File: config.mk
export PLATFORM = sky130hd
export DESIGN_NAME = piezo_tone_decoder
export DESIGN_NICKNAME = d
export VERILOG_FILES = /design/src/rtl/piezo_pkg.sv /design/src/rtl/piezo_period_meas.sv /design/src/rtl/piezo_tone_decoder.sv
export SDC_FILE = /design/constraint.sdc
export NUM_CORES = 1
export LEC_CHECK = 0
export CAP_MARGIN = 20
export CORE_MARGIN = 2
export CORE_UTILIZATION = 50
export DETAILED_ROUTE_END_ITERATION = 16
export PLACE_DENSITY = 0.73
export SYNTH_ARGS = -nofsm -noshare
export SYNTH_HDL_FRONTEND = slang
export SYNTH_HIERARCHICAL = 1
export SYNTH_SLANG_ARGS = --single-unit
File: constraint.sdc
create_clock -name clk -period 4.15 [get_ports clk]
set_input_delay 1.245 -clock clk [delete_from_list [all_inputs] [get_ports clk]]
set_output_delay 1.245 -clock clk [all_outputs]
set_load 0.005 [all_outputs]
File: src/rtl/piezo_pkg.sv
// Shared types and constants for the piezo tone decoder: note/tune encodings, nominal
// periods for both FAST_SIM modes, silence timeouts and the fixed alert-tune sequences.
package piezo_pkg;

  typedef enum logic [2:0] {
    NOTE_NONE = 3'd0,
    G6        = 3'd1,
    C7        = 3'd2,
    E7        = 3'd3,
    G7        = 3'd4
  } note_t;

  typedef enum logic [1:0] {
    TUNE_NONE  = 2'd0,
    TUNE_STEER = 2'd1,
    TUNE_FAST  = 2'd2,
    TUNE_BATT  = 2'd3
  } tune_t;

  localparam logic [15:0] NOM_G6_FAST = 16'd62;
  localparam logic [15:0] NOM_C7_FAST = 16'd46;
  localparam logic [15:0] NOM_E7_FAST = 16'd37;
  localparam logic [15:0] NOM_G7_FAST = 16'd31;

  localparam logic [15:0] NOM_G6_FULL = 16'd31888;
  localparam logic [15:0] NOM_C7_FULL = 16'd23890;
  localparam logic [15:0] NOM_E7_FULL = 16'd18961;
  localparam logic [15:0] NOM_G7_FULL = 16'd15944;

  localparam logic [16:0] SIL_CYC_FAST = 17'd256;
  localparam logic [16:0] SIL_CYC_FULL = 17'd65536;

  localparam note_t STEER_SEQ [6] = '{G6, C7, E7, G7, E7, G7};
  localparam note_t BATT_SEQ  [6] = '{G7, E7, G7, E7, C7, G6};

  function automatic logic [15:0] nominal(input note_t n, input bit fast);
    logic [15:0] nom;
    case (n)
      G6:      nom = fast ? NOM_G6_FAST : NOM_G6_FULL;
      C7:      nom = fast ? NOM_C7_FAST : NOM_C7_FULL;
      E7:      nom = fast ? NOM_E7_FAST : NOM_E7_FULL;
      G7:      nom = fast ? NOM_G7_FAST : NOM_G7_FULL;
      default: nom = 16'd0;
    endcase
    return nom;
  endfunction

  // Successor in the G6 -> C7 -> E7 -> G6 cycle of the too-fast tune.
  function automatic note_t fast_succ(input note_t n);
    note_t s;
    case (n)
      G6:      s = C7;
      C7:      s = E7;
      E7:      s = G6;
      default: s = NOTE_NONE;
    endcase
    return s;
  endfunction

endpackage

File: src/rtl/piezo_period_meas.sv
// Synchronizes the piezo input, detects rising edges and measures the period between them.
// Also flags a silence pulse once no edge has been seen for the silence timeout.
module piezo_period_meas
  import piezo_pkg::*;
#(
  parameter int unsigned FAST_SIM = 1
) (
  input  logic        clk,
  input  logic        rst,
  input  logic        piezo,
  output logic        lvl,
  output logic        per_vld,
  output logic [15:0] period,
  output logic        silence
);

  localparam logic [16:0] SilCyc = (FAST_SIM != 0) ? SIL_CYC_FAST : SIL_CYC_FULL;

  logic        sync1_q, sync2_q, prev_q;
  logic [15:0] cnt_q;
  logic [16:0] sil_q;
  logic        rise;

  assign rise = sync2_q & ~prev_q;
  assign lvl  = sync2_q;

  // cnt_q holds (cycles since last edge - 1), so the reported period is cnt_q + 1.
  always_ff @(posedge clk) begin
    if (rst) begin
      sync1_q <= 1'b0;
      sync2_q <= 1'b0;
      prev_q  <= 1'b0;
      cnt_q   <= '0;
      sil_q   <= '0;
      per_vld <= 1'b0;
      period  <= '0;
      silence <= 1'b0;
    end else begin
      sync1_q <= piezo;
      sync2_q <= sync1_q;
      prev_q  <= sync2_q;
      per_vld <= rise;
      silence <= 1'b0;
      if (rise) begin
        period <= (cnt_q == 16'hFFFF) ? cnt_q : cnt_q + 16'd1;
        cnt_q  <= '0;
        sil_q  <= '0;
      end else begin
        if (cnt_q != 16'hFFFF) cnt_q <= cnt_q + 16'd1;
        if (sil_q != SilCyc) sil_q <= sil_q + 17'd1;
        silence <= (sil_q == SilCyc - 17'd1);
      end
    end
  end

endmodule

File: src/rtl/piezo_tone_decoder.sv
// Classifies piezo periods into notes, groups them into note events and identifies alert tunes.
// Optional complement checking of piezo_n is enabled by defining PIEZO_N_CHECK_EN.
module piezo_tone_decoder
  import piezo_pkg::*;
#(
  parameter int unsigned FAST_SIM  = 1,
  parameter int unsigned MIN_PER   = 4,
  parameter int unsigned TOL_SHIFT = 4
) (
  input  logic        clk,
  input  logic        rst,
  input  logic        piezo,
  input  logic        piezo_n,
  output logic        evt_vld,
  input  logic        evt_rdy,
  output logic [2:0]  evt_note,
  output logic [15:0] evt_len,
  output logic        evt_ovf,
  output logic        tune_vld,
  output logic [1:0]  tune_id,
  output logic        diff_err
);

  localparam bit          Fast   = (FAST_SIM != 0);
  localparam logic [15:0] MinPer = 16'(MIN_PER);

  typedef enum logic [1:0] {StIdle, StArm, StRun} state_t;

  logic        piezo_lvl, per_vld, silence;
  logic [15:0] period;

  piezo_period_meas #(
    .FAST_SIM(FAST_SIM)
  ) u_meas (
    .clk    (clk),
    .rst    (rst),
    .piezo  (piezo),
    .lvl    (piezo_lvl),
    .per_vld(per_vld),
    .period (period),
    .silence(silence)
  );

  function automatic logic in_tol(input logic [15:0] p, input logic [15:0] nom);
    logic [15:0] diff;
    diff = (p > nom) ? p - nom : nom - p;
    return diff <= (nom >> TOL_SHIFT);
  endfunction

  note_t cur_note;

  always_comb begin
    cur_note = NOTE_NONE;
    if (in_tol(period, nominal(G6, Fast)))      cur_note = G6;
    else if (in_tol(period, nominal(C7, Fast))) cur_note = C7;
    else if (in_tol(period, nominal(E7, Fast))) cur_note = E7;
    else if (in_tol(period, nominal(G7, Fast))) cur_note = G7;
  end

  state_t      state_q, state_d;
  note_t       run_note_q, run_note_d;
  logic [15:0] run_len_q, run_len_d;
  logic        term, emit;

  always_ff @(posedge clk) begin
    if (rst) begin
      state_q    <= StIdle;
      run_note_q <= NOTE_NONE;
      run_len_q  <= '0;
    end else begin
      state_q    <= state_d;
      run_note_q <= run_note_d;
      run_len_q  <= run_len_d;
    end
  end

  always_comb begin
    state_d    = state_q;
    run_note_d = run_note_q;
    run_len_d  = run_len_q;
    term       = 1'b0;
    unique case (state_q)
      StIdle: if (per_vld) state_d = StArm;
      StArm: begin
        if (per_vld && cur_note != NOTE_NONE) begin
          state_d    = StRun;
          run_note_d = cur_note;
          run_len_d  = 16'd1;
        end else if (silence) begin
          state_d = StIdle;
        end
      end
      StRun: begin
        if (per_vld) begin
          if (cur_note == run_note_q) begin
            run_len_d = (run_len_q == 16'hFFFF) ? run_len_q : run_len_q + 16'd1;
          end else begin
            term = 1'b1;
            if (cur_note == NOTE_NONE) begin
              state_d = StArm;
            end else begin
              run_note_d = cur_note;
              run_len_d  = 16'd1;
            end
          end
        end else if (silence) begin
          term    = 1'b1;
          state_d = StIdle;
        end
      end
      default: state_d = StIdle;
    endcase
  end

  // Runs shorter than MIN_PER are glitches and never reach the event port or the tune buffer.
  assign emit = term && (run_len_q >= MinPer);

  always_ff @(posedge clk) begin
    if (rst) begin
      evt_vld  <= 1'b0;
      evt_note <= '0;
      evt_len  <= '0;
      evt_ovf  <= 1'b0;
    end else if (emit && (!evt_vld || evt_rdy)) begin
      evt_vld  <= 1'b1;
      evt_note <= run_note_q;
      evt_len  <= run_len_q;
    end else begin
      if (evt_vld && evt_rdy) evt_vld <= 1'b0;
      if (emit) evt_ovf <= 1'b1;
    end
  end

  note_t       seq_q [6];
  logic [2:0]  seq_cnt_q;
  logic        fast_ok_q, eval_q;
  logic        steer_hit, batt_hit;
  tune_t       tune_sel;

  always_comb begin
    steer_hit = (seq_cnt_q == 3'd6);
    batt_hit  = (seq_cnt_q == 3'd6);
    for (int i = 0; i < 6; i++) begin
      if (seq_q[i] != STEER_SEQ[i]) steer_hit = 1'b0;
      if (seq_q[i] != BATT_SEQ[i])  batt_hit  = 1'b0;
    end
    if (steer_hit)                             tune_sel = TUNE_STEER;
    else if (batt_hit)                         tune_sel = TUNE_BATT;
    else if (fast_ok_q && seq_cnt_q >= 3'd3)   tune_sel = TUNE_FAST;
    else                                       tune_sel = TUNE_NONE;
  end

  // Evaluation runs the cycle after silence so the final run's note is already shifted in.
  always_ff @(posedge clk) begin
    if (rst) begin
      seq_q     <= '{default: NOTE_NONE};
      seq_cnt_q <= '0;
      fast_ok_q <= 1'b0;
      eval_q    <= 1'b0;
      tune_vld  <= 1'b0;
      tune_id   <= '0;
    end else begin
      eval_q   <= silence;
      tune_vld <= 1'b0;
      if (eval_q) begin
        if (seq_cnt_q != 3'd0) begin
          tune_vld <= 1'b1;
          tune_id  <= tune_sel;
        end
        seq_cnt_q <= '0;
        fast_ok_q <= 1'b0;
      end
      if (emit) begin
        for (int i = 0; i < 5; i++) seq_q[i] <= seq_q[i+1];
        seq_q[5] <= run_note_q;
        if (seq_cnt_q != 3'd7) seq_cnt_q <= seq_cnt_q + 3'd1;
        fast_ok_q <= (seq_cnt_q == 3'd0) ? (run_note_q == G6)
                                         : (fast_ok_q && run_note_q == fast_succ(seq_q[5]));
      end
    end
  end

`ifdef PIEZO_N_CHECK_EN
  logic n_sync1_q, n_sync2_q, eq_prev_q, diff_err_q, eq_now;

  assign eq_now   = (n_sync2_q == piezo_lvl);
  assign diff_err = diff_err_q;

  always_ff @(posedge clk) begin
    if (rst) begin
      n_sync1_q  <= 1'b0;
      n_sync2_q  <= 1'b0;
      eq_prev_q  <= 1'b0;
      diff_err_q <= 1'b0;
    end else begin
      n_sync1_q <= piezo_n;
      n_sync2_q <= n_sync1_q;
      eq_prev_q <= eq_now;
      if (eq_now && eq_prev_q) diff_err_q <= 1'b1;
    end
  end
`else
  logic unused_piezo_n;
  assign unused_piezo_n = piezo_n ^ piezo_lvl;
  assign diff_err       = 1'b0;
`endif

endmodule

* Word-level counts from Yosys, hierarchy flattened *
Index checks and enable logic that the tools add are counted.

word-level totals
  register bits after elaboration = 122
  bits in latches = 0
  RAM bits = 0
  memory bits (read-only) = 0
  bits of input ports = 5
  output and inout bits = 25
  word-level logic and storage cells = 169
  memories = 0

cells by class
  add/sub/neg operators = 12
  multipliers = 0
  divide/modulo/power cells = 0
  $lt $le $gt $ge = 10
  eq/ne operators = 36
  shifts and indexed selects = 0
  multiplexer cells = 58
  bitwise gates (word level) = 4
  reductions and logical operators = 23

operators by type and width
  kind                                                                                  count
  16-bit two-way mux                                                                    10
  16-bit by 6-bit greater-than comparator with 1-bit output, second input constant      3
  16-bit by 2-bit less-or-equal comparator with 1-bit output, second input constant     3
  16-bit by 6-bit subtractor with 16-bit output, second input constant                  3
  6-bit by 16-bit subtractor with 16-bit output, first input constant                   3
  3-bit two-way mux                                                                     13
  16-bit by 1-bit adder with 16-bit output, second input constant                       2
  16-bit == test, second input constant                                                 2
  16-bit case mux with 2 select lines                                                   1
  3-bit inequality test, second input constant                                          9
  1-bit two-way mux                                                                     22
  2-bit two-way mux                                                                     9
  3-bit by 2-bit inequality test with 1-bit output, second input constant               6
  17-bit by 1-bit adder with 17-bit output, second input constant                       1
  17-bit by 8-bit == test with 1-bit output, second input constant                      1
  17-bit by 9-bit inequality test with 1-bit output, second input constant              1
  16-bit by 3-bit greater-or-equal comparator with 1-bit output, second input constant  1
  16-bit by 5-bit greater-than comparator with 1-bit output, second input constant      1
  16-bit by 1-bit less-or-equal comparator with 1-bit output, second input constant     1
  16-bit inequality test, second input constant                                         1
  16-bit by 5-bit subtractor with 16-bit output, second input constant                  1
  5-bit by 16-bit subtractor with 16-bit output, first input constant                   1
  2-bit case mux with 3 select lines                                                    2
  5-bit AND reduction                                                                   2
  other kinds (24)                                                                      44

* Longest topological paths before layout *
Gate-level depths: netlist of run 1.

  depth in word-level cells = 18
  mapped depth = 19
  depth with buffers taken out = 14

* Hierarchy *
Netlist of run 1, hierarchy kept.

by module, submodules not included
  module              times used  cells each  area each (µm²)  seq. area each (µm²)
  piezo_tone_decoder  1           782         5776.8           1361.3
  piezo_period_meas   1           266         2351.0           1081.0

* Least setup slack after synthesis of run 1 *
OpenSTA, ideal clock, no wires.

  kind = register to register
  start = reg u_meas.period[6]
  end = reg run_len_q[10]
  setup time = 0.127 ns
  data arrival time = 4.301 ns
  required time = 4.023 ns
  setup slack = -0.278 ns
  stages on the path, launching flop included = 19
  buffers on the path = 5
  period minus slack after synthesis = 4.428 ns
  cells stage by stage = dfxtp_1 clkbuf_1 clkbuf_1 clkinv_1 ha_1 clkbuf_1 and4_1 and4_1 nor3b_1 a211oi_1 nor4b_1 and4b_1 or4b_1 and3_1 buf_6 o31a_1 buf_2 a221oi_1 o22ai_1

between the ends
  longest elaborated chain between the ends = 11
  elaborated cells on any way between the ends = 35
  those cells by class = 8 x add/sub; 8 x order compare; 4 x eq/ne; 11 x mux; 4 x reduce/logical

RTL lines
  item                                                                         line                                                RTL
  from (decl)                                                                  piezo_period_meas.sv:13                             output logic [15:0] period,
  from (signal assigned)                                                       piezo_period_meas.sv:45                             period <= (cnt_q == 16'hFFFF) ? cnt_q : cnt_q + 16'd1;
  5-bit by 16-bit subtractor with 16-bit output, or another cell as far along  piezo_tone_decoder.sv:46                            diff = (p > nom) ? p - nom : nom - p;
  16-bit two-way mux                                                           piezo_tone_decoder.sv:46
  16-bit by 1-bit less-or-equal comparator with 1-bit output                   piezo_tone_decoder.sv:47                            return diff <= (nom >> TOL_SHIFT);
  3-bit two-way mux                                                            piezo_tone_decoder.sv:57                            else if (in_tol(period, nominal(G7, Fast))) cur_note = G7;
  3-bit two-way mux                                                            piezo_tone_decoder.sv:56                            else if (in_tol(period, nominal(E7, Fast))) cur_note = E7;
  3-bit two-way mux                                                            piezo_tone_decoder.sv:55                            else if (in_tol(period, nominal(C7, Fast))) cur_note = C7;
  3-bit two-way mux (*)                                                        piezo_tone_decoder.sv:54                            if (in_tol(period, nominal(G6, Fast))) cur_note = G6;
  3-bit == test or 3-bit nonzero test (tied branches)                          piezo_tone_decoder.sv:95, piezo_tone_decoder.sv:85
  16-bit two-way mux or 1-bit logical AND (tied branches)                      piezo_tone_decoder.sv:95, piezo_tone_decoder.sv:85
  16-bit two-way mux or 2-bit inequality test (tied branches)                  --
  16-bit case mux with 2 select lines or 5-bit AND reduction (tied branches)   --
  to (signal assigned)                                                         piezo_tone_decoder.sv:73                            run_len_q <= run_len_d;
  to (decl)                                                                    piezo_tone_decoder.sv:62                            logic [15:0] run_len_q, run_len_d;

Mark *: on every way between the ends. The rest lies on a longest branch, timed or not. The select of a mux whose other input is x is not followed.
A chain may end at the register's enable or synchronous reset.

* Worst setup path in the final report of run 1 *
  start = reg u_meas.period[15]
  end = reg run_len_q[15]

Same word-level chain as after synthesis.

==> flow_results.xml, run 1 <==
<?xml version="1.0" encoding="UTF-8"?>
<metrics>
  <group name="run_status">
    <metric name="outcome" unit="">finished clean</metric>
  </group>
  <group name="detailed_routing">
    <metric name="initial_detailed_routing_violation_count" unit="">795</metric>
    <metric name="avgRoutedWirePerCell" unit="um">17.4</metric>
    <metric name="route.antenna.remaining_nets" unit="">0</metric>
    <metric name="detail_route.wirelength" unit="um">23900</metric>
    <metric name="route.vias.total" unit="">8474</metric>
    <metric name="vias_per_cell" unit="">6.16</metric>
    <metric name="firstDrtPassIters" unit="">6</metric>
    <metric name="drcViolationCount" unit="">0</metric>
  </group>
  <group name="global_route">
    <metric name="grt_use_total" unit="%">25.9</metric>
    <metric name="initial_antenna_violation_count" unit="">0</metric>
    <metric name="grt_pass1_vias" unit="">7717</metric>
    <metric name="grt_pass1_wl" unit="um">37400</metric>
    <metric name="grt_start_max_net_pins" unit="">45</metric>
    <metric name="leftover_overflow_at_the_end_of_global_routing" unit="">0</metric>
  </group>
  <group name="yosys">
    <metric name="primary_ff_master_synth" unit="">sky130_fd_sc_hd__dfxtp_1</metric>
    <metric name="synth_enable_flop_cells" unit="">0</metric>
    <metric name="synth_xor_xnor_area_share" unit="%">3.33</metric>
    <metric name="asyncSetResetFlopFracSynth" unit="%">0</metric>
    <metric name="yosysSeqAreaShare" unit="%">30.0</metric>
    <metric name="post_synth_fa_ha_maj_area_fraction" unit="%">3.08</metric>
    <metric name="synth_commonest_cells" unit="">sky130_fd_sc_hd__dfxtp_1, sky130_fd_sc_hd__a21oi_1, sky130_fd_sc_hd__nor2_1</metric>
    <metric name="yosys.cell_count.top_type" unit="">sky130_fd_sc_hd__dfxtp_1</metric>
    <metric name="netlist_top_cells_area" unit="">sky130_fd_sc_hd__dfxtp_1, sky130_fd_sc_hd__a21oi_1, sky130_fd_sc_hd__nand3_1</metric>
    <metric name="synth_top_family_by_area" unit="">simple AND/OR/NAND/NOR gates</metric>
    <metric name="post_synth_and_or_nand_nor_area_fraction" unit="%">32.1</metric>
    <metric name="synth_seq_cells" unit="">122</metric>
    <metric name="ys_warn_count" unit="">6</metric>
    <metric name="post_synth.cell_area_avg" unit="sq um">7.76</metric>
    <metric name="muxShareOfSynthArea" unit="%">3.26</metric>
    <metric name="synth_area_leader_cell" unit="">sky130_fd_sc_hd__dfxtp_1</metric>
    <metric name="syn-instance-count" unit="">1048</metric>
    <metric name="synth_cell_type_count" unit="">90</metric>
    <metric name="syn-num-nets" unit="">1073</metric>
    <metric name="yosysTopAreaCellShare" unit="%">30.0</metric>
    <metric name="synth_compound_area_share" unit="%">22.3</metric>
    <metric name="synth.cell_area" unit="sq mm">0.00813</metric>
  </group>
  <group name="sta">
    <metric name="fin_worst_skew" unit="ps">13.5</metric>
    <metric name="fin_crit" unit="ps">4090</metric>
    <metric name="postLayoutSetupSlackWorst" unit="ps">61.1</metric>
    <metric name="maxClockFrequency" unit="MHz">245</metric>
    <metric name="relSlewSlack" unit="%">27.9</metric>
    <metric name="drv_slew" unit="">0</metric>
    <metric name="rsz0062_at_grt" unit="">true</metric>
    <metric name="final-hold-violation-count" unit="">0</metric>
    <metric name="tightestPinTransition" unit="ps">1080</metric>
    <metric name="setup-violations-final" unit="">0</metric>
    <metric name="post-route-period-util" unit="%">98.5</metric>
  </group>
  <group name="die">
    <metric name="floorplan.die_area" unit="sq mm">0.0173</metric>
    <metric name="num_rows" unit="">46</metric>
    <metric name="fp.dieH" unit="um">131</metric>
    <metric name="floorplan.initialDensity" unit="%">51.2</metric>
    <metric name="core" unit="sq mm">0.0159</metric>
    <metric name="pin_count" unit="">30</metric>
    <metric name="die_width" unit="um">131</metric>
  </group>
  <group name="placed_design">
    <metric name="post-place-cells" unit="">1336</metric>
    <metric name="dp.final_hpwl" unit="um">16500</metric>
    <metric name="detailedPlace.worstSlack" unit="ps">-168</metric>
    <metric name="gp_routability_congestion" unit="">0.952</metric>
    <metric name="port_buffers" unit="">27</metric>
  </group>
  <group name="power">
    <metric name="power_switching" unit="mW">0.657</metric>
    <metric name="share_of_power_burned_in_the_clock_network" unit="%">54.8</metric>
    <metric name="power.share.combinational" unit="%">3.4</metric>
    <metric name="power.density_cell_area" unit="mW/mm^2">274</metric>
    <metric name="leakage" unit="nW">3.82</metric>
    <metric name="switching_share_of_total_power" unit="%">23.1</metric>
    <metric name="seq_power_share" unit="%">41.8</metric>
    <metric name="cell_internal_pwr" unit="mW">2.19</metric>
    <metric name="irDropWorstVdd" unit="mV">0.323</metric>
  </group>
  <group name="critical_path">
    <metric name="worst_path_max_fanout" unit="">5</metric>
    <metric name="worst_ep_required_time" unit="ps">4510</metric>
    <metric name="endpoint_kind" unit="">register</metric>
    <metric name="timing.rr.end" unit="">run_len_q[15]$_SDFFE_PP0P_</metric>
    <metric name="worst_ep_arrival_time" unit="ps">4450</metric>
    <metric name="timing_worst_setup_path_type" unit="">register to register</metric>
    <metric name="internal_reg_to_reg_setup_slack" unit="ps">60</metric>
    <metric name="ff2ff_path_depth" unit="">16</metric>
    <metric name="worstReg2RegStart" unit="">u_meas/period[15]$_SDFFE_PP0P_</metric>
    <metric name="crit_start_category" unit="">register</metric>
  </group>
  <group name="cells_and_area">
    <metric name="antenna_cells" unit="">0</metric>
    <metric name="final.fill_count" unit="">1354</metric>
    <metric name="area.growth.synth_to_final" unit="%">27.9</metric>
    <metric name="post_route_cells_drive_above_1_share" unit="%">23.3</metric>
    <metric name="finalNetCount" unit="">1172</metric>
    <metric name="final_cells" unit="">1376</metric>
  </group>
  <group name="cts">
    <metric name="clk-insertion-delay-late" unit="ps">430</metric>
    <metric name="clock-root-buffer" unit="">sky130_fd_sc_hd__clkbuf_16</metric>
    <metric name="cts-buffers-inserted" unit="">17</metric>
    <metric name="cts.sink_count" unit="">122</metric>
    <metric name="clk_transition_reported_paths" unit="ps">60</metric>
    <metric name="cts.htree.levels" unit="">4</metric>
    <metric name="tritoncts" unit="">done</metric>
    <metric name="cts.path.max_buffers" unit="">2</metric>
  </group>
  <group name="run">
    <metric name="maxCapViolations" unit="">0</metric>
  </group>
  <group name="worst_hold_path">
    <metric name="holdCritPathClass" unit="">register to register</metric>
    <metric name="hp-start" unit="">u_meas/sync1_q$_SDFF_PP0_</metric>
    <metric name="worst_hold_path.num_cells" unit="">1</metric>
    <metric name="worst_hold_path.endpoint" unit="">u_meas/lvl$_SDFF_PP0_</metric>
  </group>
</metrics>
## critical path: stages (launching register included)
cell and delay, ps:
sky130_fd_sc_hd__dfxtp_2 320, sky130_fd_sc_hd__or4_4 570, sky130_fd_sc_hd__buf_8 170, sky130_fd_sc_hd__a211oi_4 270, sky130_fd_sc_hd__nor2_2 100, sky130_fd_sc_hd__or3_4 340
sky130_fd_sc_hd__a211oi_2 220, sky130_fd_sc_hd__nand4_1 130, sky130_fd_sc_hd__or4b_4 520, sky130_fd_sc_hd__nand3b_1 130, sky130_fd_sc_hd__and3_4 220, sky130_fd_sc_hd__buf_6 120
sky130_fd_sc_hd__o211ai_1 130, sky130_fd_sc_hd__buf_4 190, sky130_fd_sc_hd__buf_2 150, sky130_fd_sc_hd__a211oi_2 230, sky130_fd_sc_hd__mux2i_1 200
## registers in the layout, summed over array words and instances (netlist names), 2 cells and up
signal,flops
seq_q,18
u_meas/sil_q,17
evt_len,16
run_len_q,16
u_meas/cnt_q,16
u_meas/period,16
evt_note,3
run_note_q,3
seq_cnt_q,3
state_q,2
tune_id,2
## how the worst max path moves through the flow
stage                                         from                         end  cells after the start
global route        u_meas/period[12]$_SDFFE_PP0P_  run_len_q[15]$_SDFFE_PP0P_                     18
floorplan            u_meas/period[6]$_SDFFE_PP0P_  run_len_q[10]$_SDFFE_PP0P_                     18
finish              u_meas/period[15]$_SDFFE_PP0P_  run_len_q[15]$_SDFFE_PP0P_                     16
global placement     u_meas/period[1]$_SDFFE_PP0P_   run_len_q[9]$_SDFFE_PP0P_                     13
detailed placement   u_meas/period[1]$_SDFFE_PP0P_   run_len_q[9]$_SDFFE_PP0P_                     13
CTS                 u_meas/period[12]$_SDFFE_PP0P_  run_len_q[15]$_SDFFE_PP0P_                     13
## final cells by class
type	instances	area (sq um)	share of cell area, %
Multi-Input combinational cell	813	5600	53.9
Sequential cell	122	2460	23.6
Timing Repair Buffer	160	1320	12.7
Clock buffer	18	439	4.23
Tap cell	216	270	2.60
Clock inverter	14	183	1.76
Inverter	33	125	1.20
## cell families after synthesis
logic type / count (synthesis)
AO/OA/AOI/OAI: 281
XOR/XNOR: 30
adder cells (fa/ha/maj): 20
buffers and inverters: 113
flip-flops: 122
multiplexers: 26
other: 1
AND/OR/NAND/NOR: 455
## per-stage QoR
stage          power [mW]  utilization (%)  area, sq um  hold slack (ps)  setup TNS, ps
2_1_floorplan        1.28                -         8140              414              0
3_3_place_gp         1.30             58.5         9290              416          -1210
3_5_place_dp         1.31             58.5         9290              428          -1660
4_1_cts              2.86             62.6         9940              442              0
5_1_grt              2.92             65.4        10400              474           -470
6_report             2.84             65.4        10400              440              0
## layer usage
metal | track usage (%) | wire (um)
met4 | 8.94 | 583
met1 | 33.3 | 10600
met2 | 44.0 | 11500
met3 | 4.09 | 1270
met5 | 0 | 0
## power groups by stage
stage | clock network (mW) | registers (mW) | logic [mW]
floorplan | 0 | 1.21 | 0.0631
global placement | 0 | 1.22 | 0.0883
detailed placement | 0 | 1.22 | 0.0904
CTS | 1.57 | 1.19 | 0.0920
global route | 1.62 | 1.19 | 0.105
finish | 1.56 | 1.19 | 0.0957
## repair_timing
| action | CTS | global route |
|---|---|---|
| pin swaps | 0 | 29 |
| hold buffers | 0 | 0 |
| gates cloned | 0 | 1 |
| buffers inserted | 0 | 7 |
| gates resized for setup | 10 | 86 |
| endpoints found under the setup margin | 20 | 62 |
## cells in the final DEF, fill, tap and decap left out, drive strengths merged, types with 12 or more instances in the layout
cell type | synthesis | routed
nor2b | 14 | 14
nand3 | 73 | 73
o31ai | 21 | 21
and3 | 12 | 12
nor4 | 27 | 27
clkdlybuf4s50 | 0 | 26
or3 | 14 | 14
nand2b | 24 | 24
and4 | 12 | 12
o21ai | 63 | 63
nand3b | 13 | 13
mux2i | 22 | 22
clkbuf | 60 | 18
nor3 | 28 | 28
dfxtp | 122 | 122
nand2 | 74 | 74
nor2 | 79 | 79
xnor2 | 20 | 20
ha | 20 | 20
nand4 | 41 | 41
a211oi | 15 | 15
inv | 32 | 38
a21oi | 87 | 87
buf | 20 | 134
Note: power is estimated with default switching activity, not from simulation.
==> run 2: changes to the inputs <==
--- a/config.mk
+++ b/config.mk
@@ -6,10 +6,12 @@
 export NUM_CORES = 1
 export LEC_CHECK = 0
 export CAP_MARGIN = 20
+export CELL_PAD_IN_SITES_DETAIL_PLACEMENT = 0
+export CELL_PAD_IN_SITES_GLOBAL_PLACEMENT = 1
 export CORE_MARGIN = 2
-export CORE_UTILIZATION = 50
+export CORE_UTILIZATION = 47
 export DETAILED_ROUTE_END_ITERATION = 16
-export PLACE_DENSITY = 0.73
+export PLACE_DENSITY = 0.84
 export SYNTH_ARGS = -nofsm -noshare
 export SYNTH_HDL_FRONTEND = slang
 export SYNTH_HIERARCHICAL = 1
==> constraint.sdc (replaced) <==
create_clock -name clk -period 3.8 [get_ports clk]
set_input_delay 1.14 -clock clk [delete_from_list [all_inputs] [get_ports clk]]
set_output_delay 1.14 -clock clk [all_outputs]
set_load 0.005 [all_outputs]
==> flow_results.xml, run 2 (synthesized netlist as in run 1, its figures left out) <==
<?xml version="1.0" encoding="UTF-8"?>
<metrics>
  <group name="sta">
    <metric name="relSlewSlack" unit="%">46.2</metric>
    <metric name="holdWs" unit="ps">438</metric>
    <metric name="tightestPinTransition" unit="ps">798</metric>
    <metric name="fin_worst_skew" unit="ps">9.97</metric>
    <metric name="setup_tns" unit="ps">-6640</metric>
    <metric name="postLayoutSetupSlackWorst" unit="ps">-229</metric>
    <metric name="setup-violations-final" unit="">57</metric>
    <metric name="rsz0062_at_grt" unit="">true</metric>
    <metric name="final-hold-violation-count" unit="">0</metric>
    <metric name="fin_crit" unit="ps">4030</metric>
    <metric name="post-route-period-util" unit="%">106</metric>
    <metric name="drv_slew" unit="">0</metric>
    <metric name="maxClockFrequency" unit="MHz">248</metric>
  </group>
  <group name="critical_path">
    <metric name="crit_path_cell_trace" unit="">or4_4 &gt; buf_6 &gt; a211oi_4 &gt; nor2_1 &gt; buf_4 &gt; a21oi_4 &gt; xnor2_2 &gt; and4b_2 &gt; or4_4 &gt; xnor2_4 &gt; buf_6 &gt; nor4_4 &gt; buf_4 &gt; or4b_1 &gt; o21ai_1</metric>
    <metric name="crit_start_category" unit="">register</metric>
    <metric name="worst_ep_required_time" unit="ps">4160</metric>
    <metric name="critical_path.slowest_cell" unit="">sky130_fd_sc_hd__or4_4</metric>
    <metric name="worst_path_max_fanout" unit="">5</metric>
    <metric name="timing_worst_setup_path_type" unit="">register to register</metric>
    <metric name="critical-path-max-stage-delay" unit="ps">580</metric>
    <metric name="worst_ep_arrival_time" unit="ps">4390</metric>
    <metric name="endpoint_kind" unit="">register</metric>
  </group>
  <group name="die">
    <metric name="die_width" unit="um">136</metric>
    <metric name="floorplan.initialDensity" unit="%">47.5</metric>
    <metric name="core" unit="sq mm">0.0171</metric>
    <metric name="num_rows" unit="">48</metric>
    <metric name="fp.dieH" unit="um">136</metric>
    <metric name="floorplan.die_area" unit="sq mm">0.0184</metric>
    <metric name="pin_count" unit="">30</metric>
  </group>
  <group name="detailed_routing">
    <metric name="route.antenna.remaining_nets" unit="">0</metric>
    <metric name="vias_per_cell" unit="">6.01</metric>
    <metric name="detail_route.wirelength" unit="um">25200</metric>
    <metric name="initial_detailed_routing_violation_count" unit="">612</metric>
    <metric name="firstDrtPassIters" unit="">5</metric>
    <metric name="drcViolationCount" unit="">0</metric>
    <metric name="route.vias.total" unit="">8783</metric>
    <metric name="avgRoutedWirePerCell" unit="um">17.2</metric>
  </group>
  <group name="global_route">
    <metric name="grt_start_max_net_pins" unit="">61</metric>
    <metric name="initial_antenna_violation_count" unit="">0</metric>
    <metric name="grt_use_total" unit="%">26.9</metric>
    <metric name="leftover_overflow_at_the_end_of_global_routing" unit="">0</metric>
    <metric name="grt_pass1_wl" unit="um">39800</metric>
    <metric name="grt_pass1_vias" unit="">7956</metric>
  </group>
  <group name="run">
    <metric name="maxCapViolations" unit="">0</metric>
  </group>
  <group name="power">
    <metric name="leakage" unit="nW">4.26</metric>
    <metric name="power.density_cell_area" unit="mW/mm^2">285</metric>
    <metric name="post-layout-total-power" unit="mW">3.17</metric>
    <metric name="irDropWorstVdd" unit="mV">0.307</metric>
  </group>
  <group name="cts">
    <metric name="clock-root-buffer" unit="">sky130_fd_sc_hd__clkbuf_16</metric>
    <metric name="cts.path.max_buffers" unit="">2</metric>
    <metric name="tritoncts" unit="">done</metric>
    <metric name="cts.sink_count" unit="">122</metric>
    <metric name="clk-insertion-delay-late" unit="ps">430</metric>
    <metric name="cts-buffers-inserted" unit="">17</metric>
    <metric name="clk_transition_reported_paths" unit="ps">60</metric>
    <metric name="cts.htree.levels" unit="">4</metric>
    <metric name="cts_hold_bufs" unit="">0</metric>
  </group>
  <group name="run_status">
    <metric name="outcome" unit="">complete, but fails checks</metric>
    <metric name="violations" unit="">negative setup slack</metric>
  </group>
  <group name="placed_design">
    <metric name="detailed_place.area" unit="sq mm">0.00979</metric>
    <metric name="detailedPlace.worstSlack" unit="ps">-390</metric>
    <metric name="port_buffers" unit="">27</metric>
    <metric name="gp_routability_congestion" unit="">0.946</metric>
    <metric name="dp.final_hpwl" unit="um">17900</metric>
    <metric name="post-place-cells" unit="">1407</metric>
  </group>
  <group name="cells_and_area">
    <metric name="area.growth.synth_to_final" unit="%">36.8</metric>
    <metric name="post-route-cell-area" unit="sq mm">0.0111</metric>
    <metric name="fin_util" unit="%">65.0</metric>
    <metric name="final_cells" unit="">1462</metric>
    <metric name="post_route_cells_drive_above_1_share" unit="%">28.7</metric>
    <metric name="finalNetCount" unit="">1249</metric>
    <metric name="top_regs" unit="">seq_q (18), u_meas/sil_q (17)</metric>
    <metric name="layout.cells.most_common" unit="">sky130_fd_sc_hd__buf_4</metric>
    <metric name="final.fill_count" unit="">1512</metric>
    <metric name="regMostFlops" unit="">seq_q</metric>
    <metric name="largest_register_ff_count" unit="">18</metric>
    <metric name="antenna_cells" unit="">0</metric>
    <metric name="layout_common_cells" unit="">sky130_fd_sc_hd__buf_4, sky130_fd_sc_hd__dfxtp_1, sky130_fd_sc_hd__nor2_1</metric>
  </group>
  <group name="worst_hold_path">
    <metric name="holdCritPathClass" unit="">register to register</metric>
  </group>
</metrics>
==> run 2: power by group <==
part / internal, mW / switching [mW]
Combinational: 0.0419 / 0.0687
Clock: 1.12 / 0.640
Sequential: 1.29 / 0.0121
Total: 2.44 / 0.721
==> run 2: critical path, delay by kind of cell, from the launching register on <==
kind            cells  cell delay (ps)
xor+xnor            2              310
buf+inv             4              600
flops               1              350
compound gates      3              490
simple gates        6             2200
==> run 2: path summary, 6_finish.rpt <==
| check | startpoint | endpoint | slack, ps | cells past startpoint |
|---|---|---|---|---|
| worst min-delay path | u_meas/sync1_q$_SDFF_PP0_ | u_meas/lvl$_SDFF_PP0_ | 440 | 1 |
| worst min register to register | u_meas/sync1_q$_SDFF_PP0_ | u_meas/lvl$_SDFF_PP0_ | 440 | 1 |
| worst max-delay path | u_meas/period[10]$_SDFFE_PP0P_ | run_len_q[14]$_SDFFE_PP0P_ | -230 | 15 |
| worst max register to register | u_meas/period[10]$_SDFFE_PP0P_ | run_len_q[14]$_SDFFE_PP0P_ | -230 | 15 |
==> run 2: cell type report <==
| type | count | area (sq um) | share of cell area [%] |
|---|---|---|---|
| Timing Repair Buffer | 236 | 1950 | 17.5 |
| Clock inverter | 14 | 208 | 1.87 |
| Clock buffer | 18 | 429 | 3.86 |
| Inverter | 33 | 131 | 1.18 |
| Multi-Input combinational cell | 814 | 5670 | 51.0 |
| Tap cell | 225 | 282 | 2.53 |
| Sequential cell | 122 | 2450 | 22.1 |
==> run 2: metal layers <==
metal / track usage [%] / part of all wire [%] / vias up
met5: 0 / 0 / -
met1: 36.3 / 46 / 4239
met4: 8.39 / 2.0 / 0
met3: 3.82 / 4.4 / 40
li1: - / - / 4269
met2: 44.8 / 48 / 235
==> run 2: repair_timing <==
action / CTS / global route
cloned: 0 / 1
setup buffers: 17 / 7
resized for setup: 68 / 62
endpoints found under the setup margin: 62 / 64
pin swaps: 28 / 16
==> run 3: changes to the inputs <==
--- a/config.mk
+++ b/config.mk
@@ -5,13 +5,14 @@
 export SDC_FILE = /design/constraint.sdc
 export NUM_CORES = 1
 export LEC_CHECK = 0
-export CAP_MARGIN = 20
+export CAP_MARGIN = 10
 export CELL_PAD_IN_SITES_DETAIL_PLACEMENT = 0
 export CELL_PAD_IN_SITES_GLOBAL_PLACEMENT = 1
 export CORE_MARGIN = 2
 export CORE_UTILIZATION = 47
 export DETAILED_ROUTE_END_ITERATION = 16
 export PLACE_DENSITY = 0.84
+export SLEW_MARGIN = 10
 export SYNTH_ARGS = -nofsm -noshare
 export SYNTH_HDL_FRONTEND = slang
 export SYNTH_HIERARCHICAL = 1
==> constraint.sdc (replaced) <==
create_clock -name clk -period 3.85 [get_ports clk]
set_input_delay 1.155 -clock clk [delete_from_list [all_inputs] [get_ports clk]]
set_output_delay 1.155 -clock clk [all_outputs]
set_load 0.005 [all_outputs]
==> flow_results.xml, run 3 (synthesized netlist as in run 1, its figures left out) <==
<?xml version="1.0" encoding="UTF-8"?>
<metrics>
  <group name="cells_and_area">
    <metric name="top_regs" unit="">seq_q (18), u_meas/sil_q (17)</metric>
    <metric name="area.growth.synth_to_final" unit="%">37.3</metric>
    <metric name="final.fill_count" unit="">1516</metric>
    <metric name="largest_register_ff_count" unit="">18</metric>
    <metric name="post-route-cell-area" unit="sq mm">0.0112</metric>
    <metric name="finalNetCount" unit="">1253</metric>
    <metric name="post_route_cells_drive_above_1_share" unit="%">29.3</metric>
    <metric name="layout.cells.most_common" unit="">sky130_fd_sc_hd__buf_4</metric>
    <metric name="regMostFlops" unit="">seq_q</metric>
    <metric name="layout_common_cells" unit="">sky130_fd_sc_hd__buf_4, sky130_fd_sc_hd__dfxtp_1, sky130_fd_sc_hd__a21oi_1</metric>
    <metric name="antenna_cells" unit="">0</metric>
  </group>
  <group name="sta">
    <metric name="post-route-period-util" unit="%">105</metric>
    <metric name="setup_tns" unit="ps">-4830</metric>
    <metric name="relSlewSlack" unit="%">52.8</metric>
    <metric name="fin_worst_skew" unit="ps">8.66</metric>
    <metric name="final-hold-violation-count" unit="">0</metric>
    <metric name="setup-violations-final" unit="">50</metric>
    <metric name="rsz0062_at_grt" unit="">true</metric>
    <metric name="postLayoutSetupSlackWorst" unit="ps">-179</metric>
    <metric name="tightestPinTransition" unit="ps">707</metric>
    <metric name="fin_crit" unit="ps">4030</metric>
    <metric name="maxClockFrequency" unit="MHz">248</metric>
    <metric name="drv_slew" unit="">0</metric>
  </group>
  <group name="power">
    <metric name="post-layout-total-power" unit="mW">3.03</metric>
    <metric name="power.density_cell_area" unit="mW/mm^2">272</metric>
    <metric name="leakage" unit="nW">4.31</metric>
    <metric name="irDropWorstVdd" unit="mV">0.311</metric>
  </group>
  <group name="detailed_routing">
    <metric name="route.vias.total" unit="">8783</metric>
    <metric name="initial_detailed_routing_violation_count" unit="">658</metric>
    <metric name="vias_per_cell" unit="">5.99</metric>
    <metric name="detail_route.wirelength" unit="um">25500</metric>
    <metric name="firstDrtPassIters" unit="">5</metric>
    <metric name="drcViolationCount" unit="">0</metric>
    <metric name="route.antenna.remaining_nets" unit="">0</metric>
    <metric name="avgRoutedWirePerCell" unit="um">17.4</metric>
  </group>
  <group name="critical_path">
    <metric name="timing_worst_setup_path_type" unit="">register to register</metric>
    <metric name="critical_path.slowest_cell" unit="">sky130_fd_sc_hd__or4_4</metric>
    <metric name="endpoint_kind" unit="">register</metric>
    <metric name="most_used_cell_along_the_critical_path" unit="">sky130_fd_sc_hd__buf_6</metric>
    <metric name="critical-path-max-stage-delay" unit="ps">570</metric>
    <metric name="crit_start_category" unit="">register</metric>
    <metric name="worst_ep_required_time" unit="ps">4200</metric>
    <metric name="crit_path_cell_trace" unit="">buf_6 &gt; nor4_4 &gt; buf_4 &gt; buf_6 &gt; nand2_4 &gt; or3_4 &gt; xnor2_4 &gt; nor3_2 &gt; a221oi_2 &gt; nor4b_4 &gt; or4_4 &gt; xnor2_4 &gt; buf_6 &gt; nor4_4 &gt; or4b_1 &gt; o21ai_1</metric>
    <metric name="worst_path_max_fanout" unit="">5</metric>
    <metric name="ff2ff_path_depth" unit="">16</metric>
    <metric name="worst_ep_arrival_time" unit="ps">4370</metric>
  </group>
  <group name="cts">
    <metric name="clock-root-buffer" unit="">sky130_fd_sc_hd__clkbuf_16</metric>
    <metric name="clk-insertion-delay-late" unit="ps">420</metric>
    <metric name="tritoncts" unit="">done</metric>
    <metric name="cts-buffers-inserted" unit="">17</metric>
    <metric name="cts.htree.levels" unit="">4</metric>
    <metric name="clk_transition_reported_paths" unit="ps">60</metric>
    <metric name="cts.sink_count" unit="">122</metric>
    <metric name="cts.path.max_buffers" unit="">2</metric>
  </group>
  <group name="global_route">
    <metric name="grt_start_max_net_pins" unit="">57</metric>
    <metric name="initial_antenna_violation_count" unit="">0</metric>
    <metric name="grt_use_total" unit="%">27.8</metric>
    <metric name="grt_pass1_wl" unit="um">40900</metric>
    <metric name="leftover_overflow_at_the_end_of_global_routing" unit="">0</metric>
    <metric name="grt_pass1_vias" unit="">8150</metric>
  </group>
  <group name="die">
    <metric name="core" unit="sq mm">0.0171</metric>
    <metric name="floorplan.initialDensity" unit="%">47.5</metric>
    <metric name="num_rows" unit="">48</metric>
    <metric name="floorplan.die_area" unit="sq mm">0.0184</metric>
    <metric name="pin_count" unit="">30</metric>
    <metric name="fp.dieH" unit="um">136</metric>
    <metric name="die_width" unit="um">136</metric>
  </group>
  <group name="worst_hold_path">
    <metric name="worst_hold_path.num_cells" unit="">1</metric>
    <metric name="holdCritPathClass" unit="">register to register</metric>
  </group>
  <group name="run">
    <metric name="maxCapViolations" unit="">0</metric>
  </group>
  <group name="run_status">
    <metric name="violations" unit="">negative setup slack</metric>
    <metric name="outcome" unit="">complete, but fails checks</metric>
  </group>
  <group name="placed_design">
    <metric name="dp.final_hpwl" unit="um">17900</metric>
    <metric name="gp_routability_congestion" unit="">0.979</metric>
    <metric name="port_buffers" unit="">27</metric>
    <metric name="detailed_place.area" unit="sq mm">0.00982</metric>
  </group>
</metrics>
==> run 3: critical path: cells and delay by family (launching register included) <==
kind            cells  cell delay (ps)
compound gates      2              390
xor+xnor            2              370
buf+inv             4              540
flops               1              340
simple gates        8             2310
==> run 3: final timing paths <==
check                           startpoint                          to  slack [ps]
max          u_meas/period[8]$_SDFFE_PP0P_  run_len_q[13]$_SDFFE_PP0P_        -180
min              u_meas/sync1_q$_SDFF_PP0_       u_meas/lvl$_SDFF_PP0_         440
max reg2reg  u_meas/period[8]$_SDFFE_PP0P_  run_len_q[13]$_SDFFE_PP0P_        -180
min reg2reg      u_meas/sync1_q$_SDFF_PP0_       u_meas/lvl$_SDFF_PP0_         440
==> run 3: where the power goes <==
| group | total (mW) | leakage, nW | internal, mW | switching [mW] |
|---|---|---|---|---|
| clock network | 1.64 | 0.290 | 1.04 | 0.603 |
| logic | 0.105 | 3.03 | 0.0384 | 0.0667 |
| registers | 1.28 | 0.988 | 1.27 | 0.0128 |
| total | 3.03 | 4.31 | 2.35 | 0.683 |
==> run 3: what timing repair did <==
action | in CTS | in global routing
pin swaps | 25 | 23
hold buffers | 0 | 0
gates resized for setup | 72 | 50
cloned | 1 | 2
setup buffers | 16 | 6
endpoints found under the setup margin | 62 | 64
==> run 3: through the flow <==
step           worst slack (ps)  utilization, %  std cells  hold WS, ps
6_report                   -179            65.2       1466          436
3_3_place_gp               -252            57.4       1409          415
4_1_cts                   -74.9            63.5       1458          442
2_1_floorplan              7.67               -       1048          414
5_1_grt                    -324            65.2       1466          451
3_5_place_dp               -325            57.4       1409          428
==> run 3: layout make-up <==
cell class	instances	area, sq um	area share [%]
sequential	122	2450	22.0
tap	225	282	2.52
timing repair buffer	241	1990	17.8
multi-input combinational	813	5690	51.0
clock inverter	13	166	1.49
clock buffer	19	443	3.97
inverter	33	129	1.15
==> run 3: layer usage <==
metal	vias to the layer above	share of wire, %	GRT usage (%)
li1	4281	-	-
met1	4208	45	37.8
met2	240	47	44.9
met3	54	5.1	3.78
met4	0	2.5	10.4
met5	-	0	0
